<file path="src/rtl/serial_hamming_encoder.sv">
// Serial (2^M-1, K) Hamming encoder with valid/ready bit streams on both sides.
// Define HAMMING_OVERALL_PARITY_EN to prepend an even overall parity bit (position 0).
module serial_hamming_encoder #(
    parameter int M = 3
) (
    input  logic clk,
    input  logic reset,
    input  logic in_valid,
    output logic in_ready,
    input  logic in,
    output logic out_valid,
    input  logic out_ready,
    output logic out,
    output logic out_sop,
    output logic out_eop
);

    localparam int NPOS = 1 << M;
    localparam int K    = NPOS - 1 - M;
`ifdef HAMMING_OVERALL_PARITY_EN
    localparam int N    = NPOS;
`else
    localparam int N    = NPOS - 1;
`endif
    localparam int CW   = $clog2(K + 1);
    localparam int IW   = $clog2(N);

    // Data positions (non-powers of two) that contribute to parity bit j.
    function automatic logic [NPOS-1:0] parity_mask(input int j);
        logic [NPOS-1:0] m;
        m = '0;
        for (int p = 1; p < NPOS; p++) begin
            if (((p & (p - 1)) != 0) && (((p >> j) & 1) != 0)) begin
                m[p] = 1'b1;
            end
        end
        return m;
    endfunction

    // Input collector state
    logic [K-1:0]  data_reg;
    logic [K-1:0]  data_next;
    logic [CW-1:0] count_reg;
    logic [CW-1:0] count_next;
    logic          full_reg;
    logic          full_next;

    // Output shifter state
    logic [N-1:0]  shift_reg;
    logic [N-1:0]  shift_next;
    logic [IW-1:0] idx_reg;
    logic [IW-1:0] idx_next;
    logic          busy_reg;
    logic          busy_next;

    logic              in_accept;
    logic              last_accept;
    logic              load;
    logic [NPOS-1:1]   data_pos;
    logic [NPOS-1:1]   codeword;
    logic [M-1:0]      parity_bits;
    logic [N-1:0]      load_word;

    assign in_ready    = !full_reg;
    assign in_accept   = in_valid && !full_reg;
    assign last_accept = busy_reg && out_ready && (idx_reg == IW'(N - 1));
    assign load        = full_reg && (!busy_reg || last_accept);

    // Place d_0..d_{K-1} at ascending non-power-of-two positions.
    genvar gi;
    generate
        for (gi = 1; gi < NPOS; gi++) begin : g_pos
            if ((gi & (gi - 1)) != 0) begin : g_data
                assign data_pos[gi] = data_reg[gi - $clog2(gi + 1) - 1];
                assign codeword[gi] = data_reg[gi - $clog2(gi + 1) - 1];
            end else begin : g_parity
                assign data_pos[gi] = 1'b0;
                assign codeword[gi] = parity_bits[$clog2(gi)];
            end
        end

        for (gi = 0; gi < M; gi++) begin : g_par
            assign parity_bits[gi] = ^({data_pos, 1'b0} & parity_mask(gi));
        end
    endgenerate

    // Bit 0 of the shifter is always the next bit on the wire.
`ifdef HAMMING_OVERALL_PARITY_EN
    logic overall_parity;
    assign overall_parity = ^codeword;
    assign load_word      = {codeword, overall_parity};
`else
    assign load_word      = codeword;
`endif

    always_comb begin
        data_next  = data_reg;
        count_next = count_reg;
        full_next  = full_reg;
        if (in_accept) begin
            data_next = {in, data_reg[K-1:1]};
            if (count_reg == CW'(K - 1)) begin
                count_next = '0;
                full_next  = 1'b1;
            end else begin
                count_next = count_reg + CW'(1);
            end
        end else if (load) begin
            full_next = 1'b0;
        end
    end

    always_comb begin
        shift_next = shift_reg;
        idx_next   = idx_reg;
        busy_next  = busy_reg;
        if (load) begin
            shift_next = load_word;
            idx_next   = '0;
            busy_next  = 1'b1;
        end else if (busy_reg && out_ready) begin
            if (last_accept) begin
                busy_next = 1'b0;
            end else begin
                shift_next = {1'b0, shift_reg[N-1:1]};
                idx_next   = idx_reg + IW'(1);
            end
        end
    end

    always_ff @(posedge clk or negedge reset) begin
        if (!reset) begin
            data_reg  <= '0;
            count_reg <= '0;
            full_reg  <= 1'b0;
        end else begin
            data_reg  <= data_next;
            count_reg <= count_next;
            full_reg  <= full_next;
        end
    end

    always_ff @(posedge clk or negedge reset) begin
        if (!reset) begin
            shift_reg <= '0;
            idx_reg   <= '0;
            busy_reg  <= 1'b0;
        end else begin
            shift_reg <= shift_next;
            idx_reg   <= idx_next;
            busy_reg  <= busy_next;
        end
    end

    // Outputs are gated by busy so they sit at zero between words.
    assign out_valid = busy_reg;
    assign out       = busy_reg && shift_reg[0];
    assign out_sop   = busy_reg && (idx_reg == '0);
    assign out_eop   = busy_reg && (idx_reg == IW'(N - 1));

endmodule

</file>
<file path="config.mk">
export PLATFORM = sky130hd
export DESIGN_NAME = serial_hamming_encoder
export DESIGN_NICKNAME = d
export VERILOG_FILES = /design/src/rtl/serial_hamming_encoder.sv
export SDC_FILE = /design/constraint.sdc
export NUM_CORES = 1
export LEC_CHECK = 0
export ABC_CLOCK_PERIOD_IN_PS = 1800
export BUFFER_PORTS_ARGS = -buffer_cell sky130_fd_sc_hd__buf_2
export CORE_ASPECT_RATIO = 1.5
export CORE_UTILIZATION = 39
export DETAILED_ROUTE_END_ITERATION = 7
export SLEW_MARGIN = 20
export SYNTH_ARGS = -nofsm -noshare
export SYNTH_HDL_FRONTEND = slang
export SYNTH_SLANG_ARGS = --single-unit
</file>
<file path="constraint.sdc">
create_clock -name clk -period 1.8 [get_ports clk]
set_input_delay 0.36 -clock clk [delete_from_list [all_inputs] [get_ports clk]]
set_output_delay 0.36 -clock clk [all_outputs]
set_load 0.005 [all_outputs]
</file>
==> qor.yml, run 1 <==
largest_reg_flops: 7
seq_area_frac_synth: 0.505
cp-end-kind: "output pin"
timing.fmax_ghz: 0.604
worstHoldPathCells: 3
dp_hpwl_um: 1280
ys_ff_latch: 19
die-area_mm2: 0.00262
clockBufferDepth: 2
powerDensity_mw_per_mm2: 1500
layout_common_cells: "dfrtp_1 (19), nand2_1 (18), buf_2 (9)"
via_count: 694
fp.dieH_um: 62.2
placed_area_mm2: 0.00103
hold_path_class: "input pin to flop"
syn_inst: 90
die_w_um: 42.1
max_cap_violations: 0
core_mm2: 0.00226
wl_per_cell_um: 13.8
numPortBuffers: 9
cts_sinks: 19
rsz0062_at_grt: "false"
viasPerCell: 5.42
yosysUniqueCellTypes: 26
maxSlewViolCount: 0
grt_pass1_wl_um: 3040
drive_above_1_share: 0.238
clk_pin_slew_ns: 0.11
leakagePower_nw: 0.569
crit_type: "flop to output pin"
period_needed_ns: 1.66
grt_pass1_vias: 681
hold_viol: 0
avgSynthCellArea_um2: 10.5
final_common_cell: "dfrtp_1"
diodes: 0
rows: 21
crit_fanout: 6
io_pins: 10
dr.pass1.iters: 4
vdd_drop_max_mv: 0.774
syn_nets: 99
crit_path_start_kind: "flop"
grt_util_all_layers: 0.149
layout.nets: 115
clock_latency_ns: 0.29
overflow: 0
htree_levels: 1
slew_headroom: 0.634
cts_tree: "done"
clock-root-buffer: "clkbuf_4"
min_period_over_period: 0.920
drc: 0
outcome: "finished clean"
finalWeightedCongestion: 0.745
synth_area_um2: 942
finalSetupTns_ns: 0
areaGrowthSynthToFinish_pct: 13.3
routed_wl_um: 1770
fin_worst_skew_ns: 0.00104
final_area_mm2: 0.00107
grt_antenna_before_repair: 0
critPathArrivalTime_ns: 1.30
drt_iter0_drc: 16
worst-r2r-cell-count: 5
ys_warn_count: 0
worstMarginPinSlew_ns: 0.547
grt_max_degree: 20
antenna_left: 0
numCtsBuffers: 3
required_ns: 1.44
finalSetupViolations: 0
initial_core_util: 0.417
Yosys cell counts:
master	n	area, um2
dfrtp_1	19	475
nand2_1	18	67.6
and3_1	8	50.1
a221o_2	6	67.6
inv_1	5	18.8
ha_1	4	50.1
nand2b_1	3	18.8
nand3_1	3	15.0
o21ai_0	3	15.0
xor2_1	3	26.3
a21oi_1	2	10.0
xnor2_1	2	17.5
a21boi_0	1	7.51
a21boi_1	1	7.51
a21boi_2	1	11.3
a21o_1	1	7.51
a22o_2	1	10.0
a22oi_1	1	7.51
a2bb2oi_1	1	8.76
and2_1	1	6.26
clkbuf_1	1	3.75
nand4_1	1	6.26
nor2b_1	1	6.26
o22ai_1	1	6.26
o22ai_2	1	12.5
o32ai_1	1	8.76
cell type report:
class	instances	area [um2]
clock buffers	3	22.5
clock inverters	1	5.00
well taps	23	28.8
multi-input cells	65	447
inverters	5	18.8
fillers	212	1190
repair buffers	12	70.1
flip-flops and latches	19	475
repair_timing:
action / in CTS / in global routing
buffers inserted: 0 / 0
hold buffers: 1 / 0
hold endpoints to repair: 19 / 0
resized for setup: 0 / 1
endpoints found under the setup margin: 0 / 1
power breakdown:
group / internal (mW) / switching [mW] / total (mW)
registers: 0.578 / 0.155 / 0.733
logic: 0.322 / 0.332 / 0.654
clock network: 0.0827 / 0.133 / 0.216
total: 0.983 / 0.621 / 1.60
path summary, 6_finish.rpt:
kind	slack, ns	end	from
worst min register to register	0.49	count_reg[1]	count_reg[1]
worst min-delay path	0.25	data_reg[3]	in
worst max-delay path	0.14	out_eop	idx_reg[0]
max in group asynchronous	0.99	data_reg[3]	reset
min in group asynchronous	0.52	idx_reg[0]	reset
worst max register to register	0.23	shift_reg[2]	idx_reg[0]
per-layer routing:
metal | global-route usage | up-vias | routed length, um
met5 | 0 | - | 0
met4 | 0.0820 | 0 | 21
met3 | 0.0174 | 2 | 41
met2 | 0.238 | 10 | 847
met1 | 0.192 | 330 | 855
li1 | - | 352 | -
kinds of logic after synthesis:
logic type,after synthesis,synth area share
AO/OA/AOI/OAI,21,0.191
XOR/XNOR,5,0.0465
adder cells (fa/ha/maj),4,0.0531
buffers and inverters,6,0.0239
flip-flops,19,0.505
AND/OR/NAND/NOR,35,0.181
worst max-delay path, stage by stage (launching register included):
cell and delay [ns]:
dfrtp_1 0.40, inv_1 0.12, ha_2 0.24, and3_1 0.15, buf_2 0.10
metrics by stage:
| stage | instances | setup slack, ns | utilization | power (mW) | hold slack, ns |
|---|---|---|---|---|---|
| 6_report | 128 | 0.143 | 0.472 | 1.60 | 0.248 |
| 5_1_grt | 128 | 0.0499 | 0.472 | 1.75 | 0.236 |
| 4_1_cts | 128 | 0.0907 | 0.471 | 1.62 | 0.234 |
| 3_5_place_dp | 123 | 0.199 | 0.455 | 1.40 | 0.326 |
| 3_3_place_gp | 123 | 0.213 | 0.455 | 1.38 | 0.323 |
| 2_1_floorplan | 90 | 0.332 | - | 1.21 | 0.0644 |
(Power assumes the default switching activity.)
==> run 2, diff against run 1 <==
Settings changed: CAP_MARGIN set to 20, PLACE_DENSITY_LB_ADDON set to 0.2, REMOVE_ABC_BUFFERS set to 1.
==> qor.yml, run 2 (synthesis gave the netlist of run 1 again) <==
outcome: "finished clean"
crit_type: "flop to output pin"
required_ns: 1.44  # about the same
met2_length_um: 805  # -5.0%
hp-start: "in"
cts_setup_buffers: 0  # unchanged
cts_sinks: 19  # unchanged
hold_viol: 0  # unchanged
crit_family: "flip-flops"
drc: 0  # unchanged
die-area_mm2: 0.00262  # unchanged
hold_path_class: "input pin to flop"
timing.fmax_ghz: 0.588  # -2.5%
via_count: 701  # +1.0%
worstMarginPinSlew_ns: 0.520  # -0.0275 ns
max_cap_violations: 0  # unchanged
powerDensity_mw_per_mm2: 1510  # +0.69%
crit_path_start_kind: "flop"
antenna_left: 0  # unchanged
utilization: 0.471  # -0.00166
cp_cell_sequence: "inv_1, ha_1, and3_1, buf_2"
ff2ff_setup_slack_ns: 0.19  # -0.04 ns
viasPerCell: 5.48  # +1.0%
initial_core_util: 0.417  # unchanged
rows: 21  # unchanged
grt_antenna_before_repair: 0  # unchanged
layout_common_cells: "dfrtp_1 (19), nand2_1 (18), buf_2 (9)"
grt_pass1_wl_um: 2880  # -5.4%
max_stage_delay_ns: 0.39  # about the same
layout.nets: 115  # unchanged
leakagePower_nw: 0.568  # -0.19%
wl_per_cell_um: 13.6  # -1.7%
overflow: 0  # unchanged
cts_hold_buf: 1  # unchanged
dp_hpwl_um: 1270  # -0.49%
numCtsBuffers: 3  # unchanged
cp-end-kind: "output pin"
drt_iter0_drc: 13  # -3
dr.pass1.iters: 4  # unchanged
htree_levels: 1  # unchanged
final_common_cell: "dfrtp_1"
worst-path-stages: 4  # unchanged
fp.dieH_um: 62.2  # unchanged
fill_cells: 227  # +7.1%
slew_headroom: 0.653  # +0.0183
min_period_over_period: 0.944  # +0.0235
whs_ns: 0.252  # +0.00452 ns
diodes: 0  # unchanged
cp_slowest_cell: "dfrtp_1"
clockBufferDepth: 2  # unchanged
crit_fanout: 6  # unchanged
clk_pin_slew_ns: 0.11  # about the same
die_w_um: 42.1  # unchanged
largest_reg_flops: 7  # unchanged
period_needed_ns: 1.70  # +0.0424 ns
setup.worst_path.start: "idx_reg[0]"
crit_end: "out_eop"
numPortBuffers: 9  # unchanged
grt_pass1_vias: 681  # unchanged
finalSetupViolations: 0  # unchanged
fin_worst_skew_ns: 0.00132  # +0.000278 ns
instances_no_fill: 128  # unchanged
wl_met1_um: 838  # -2.0%
io_pins: 10  # unchanged
worst-r2r-cell-count: 5  # unchanged
dr_wl_met3_um: 49  # +20%
cts.repair.resized: 0  # unchanged
maxSlewViolCount: 0  # unchanged
grt_max_degree: 20  # unchanged
grt_util_all_layers: 0.147  # -0.00210
clock_latency_ns: 0.29  # about the same
dp.cells: 123  # unchanged
r2r_end: "shift_reg[2]"
routed_wl_um: 1740  # -1.7%
finalSetupTns_ns: 0  # unchanged
vdd_drop_max_mv: 0.891  # +15%
areaGrowthSynthToFinish_pct: 12.9
drive_above_1_share: 0.219  # -0.0190
worst-path-buf-inv: 2  # unchanged
cts_tree: "done"
rsz0062_at_grt: "false"
critPathArrivalTime_ns: 1.34  # +0.04 ns
dr.max_layer_used: "met4"
finalWeightedCongestion: 0.751  # +0.72%
core_mm2: 0.00226  # unchanged
clock-root-buffer: "clkbuf_4"
r2r-start: "idx_reg[0]"
## run 2: cell type report
type,count,area (um2),share of cell area
Clock buffer,4,26.3,0.0247
Multi-Input combinational cell,65,444,0.418
Tap cell,23,28.8,0.0271
Sequential cell,19,475,0.447
Timing Repair Buffer,12,70.1,0.0659
Inverter,5,18.8,0.0176
## run 2: tightest hold or removal path, cell delays in order
cell and delay, ns:
buf_2 0.08, nand2_1 0.04, nand2_1 0.04
## run 2: per-layer routing
| metal | GRT usage | vias up |
|---|---|---|
| met5 | 0 | - |
| met1 | 0.180 | 333 |
| li1 | - | 351 |
| met4 | 0.109 | 0 |
| met3 | 0.0262 | 4 |
| met2 | 0.225 | 13 |
## run 2: worst min-delay path by stage
stage                        end  slack (ns)  depth (start not counted)
finish               data_reg[3]        0.25                          3
global route         data_reg[3]        0.26                          3
CTS                  data_reg[3]        0.25                          3
detailed placement    idx_reg[2]        0.32                          1
global placement      idx_reg[2]        0.32                          1
floorplan           count_reg[0]        0.06                          0
## run 2: where the power goes
| part | leakage, nW | internal, mW | total [mW] | switching, mW |
|---|---|---|---|---|
| Sequential | 0.244 | 0.579 | 0.728 | 0.150 |
| Combinational | 0.309 | 0.321 | 0.666 | 0.345 |
| Clock | 0.0150 | 0.0861 | 0.215 | 0.129 |
| Total | 0.568 | 0.986 | 1.61 | 0.623 |
## run 2: through the flow
step | cell area, um2 | setup slack, ns | power, mW
floorplan | 938 | 0.332 | 1.20
global placement | 1030 | 0.248 | 1.40
detailed placement | 1030 | 0.209 | 1.41
CTS | 1060 | 0.0855 | 1.62
global route | 1060 | 0.0106 | 1.74
finish | 1060 | 0.101 | 1.61
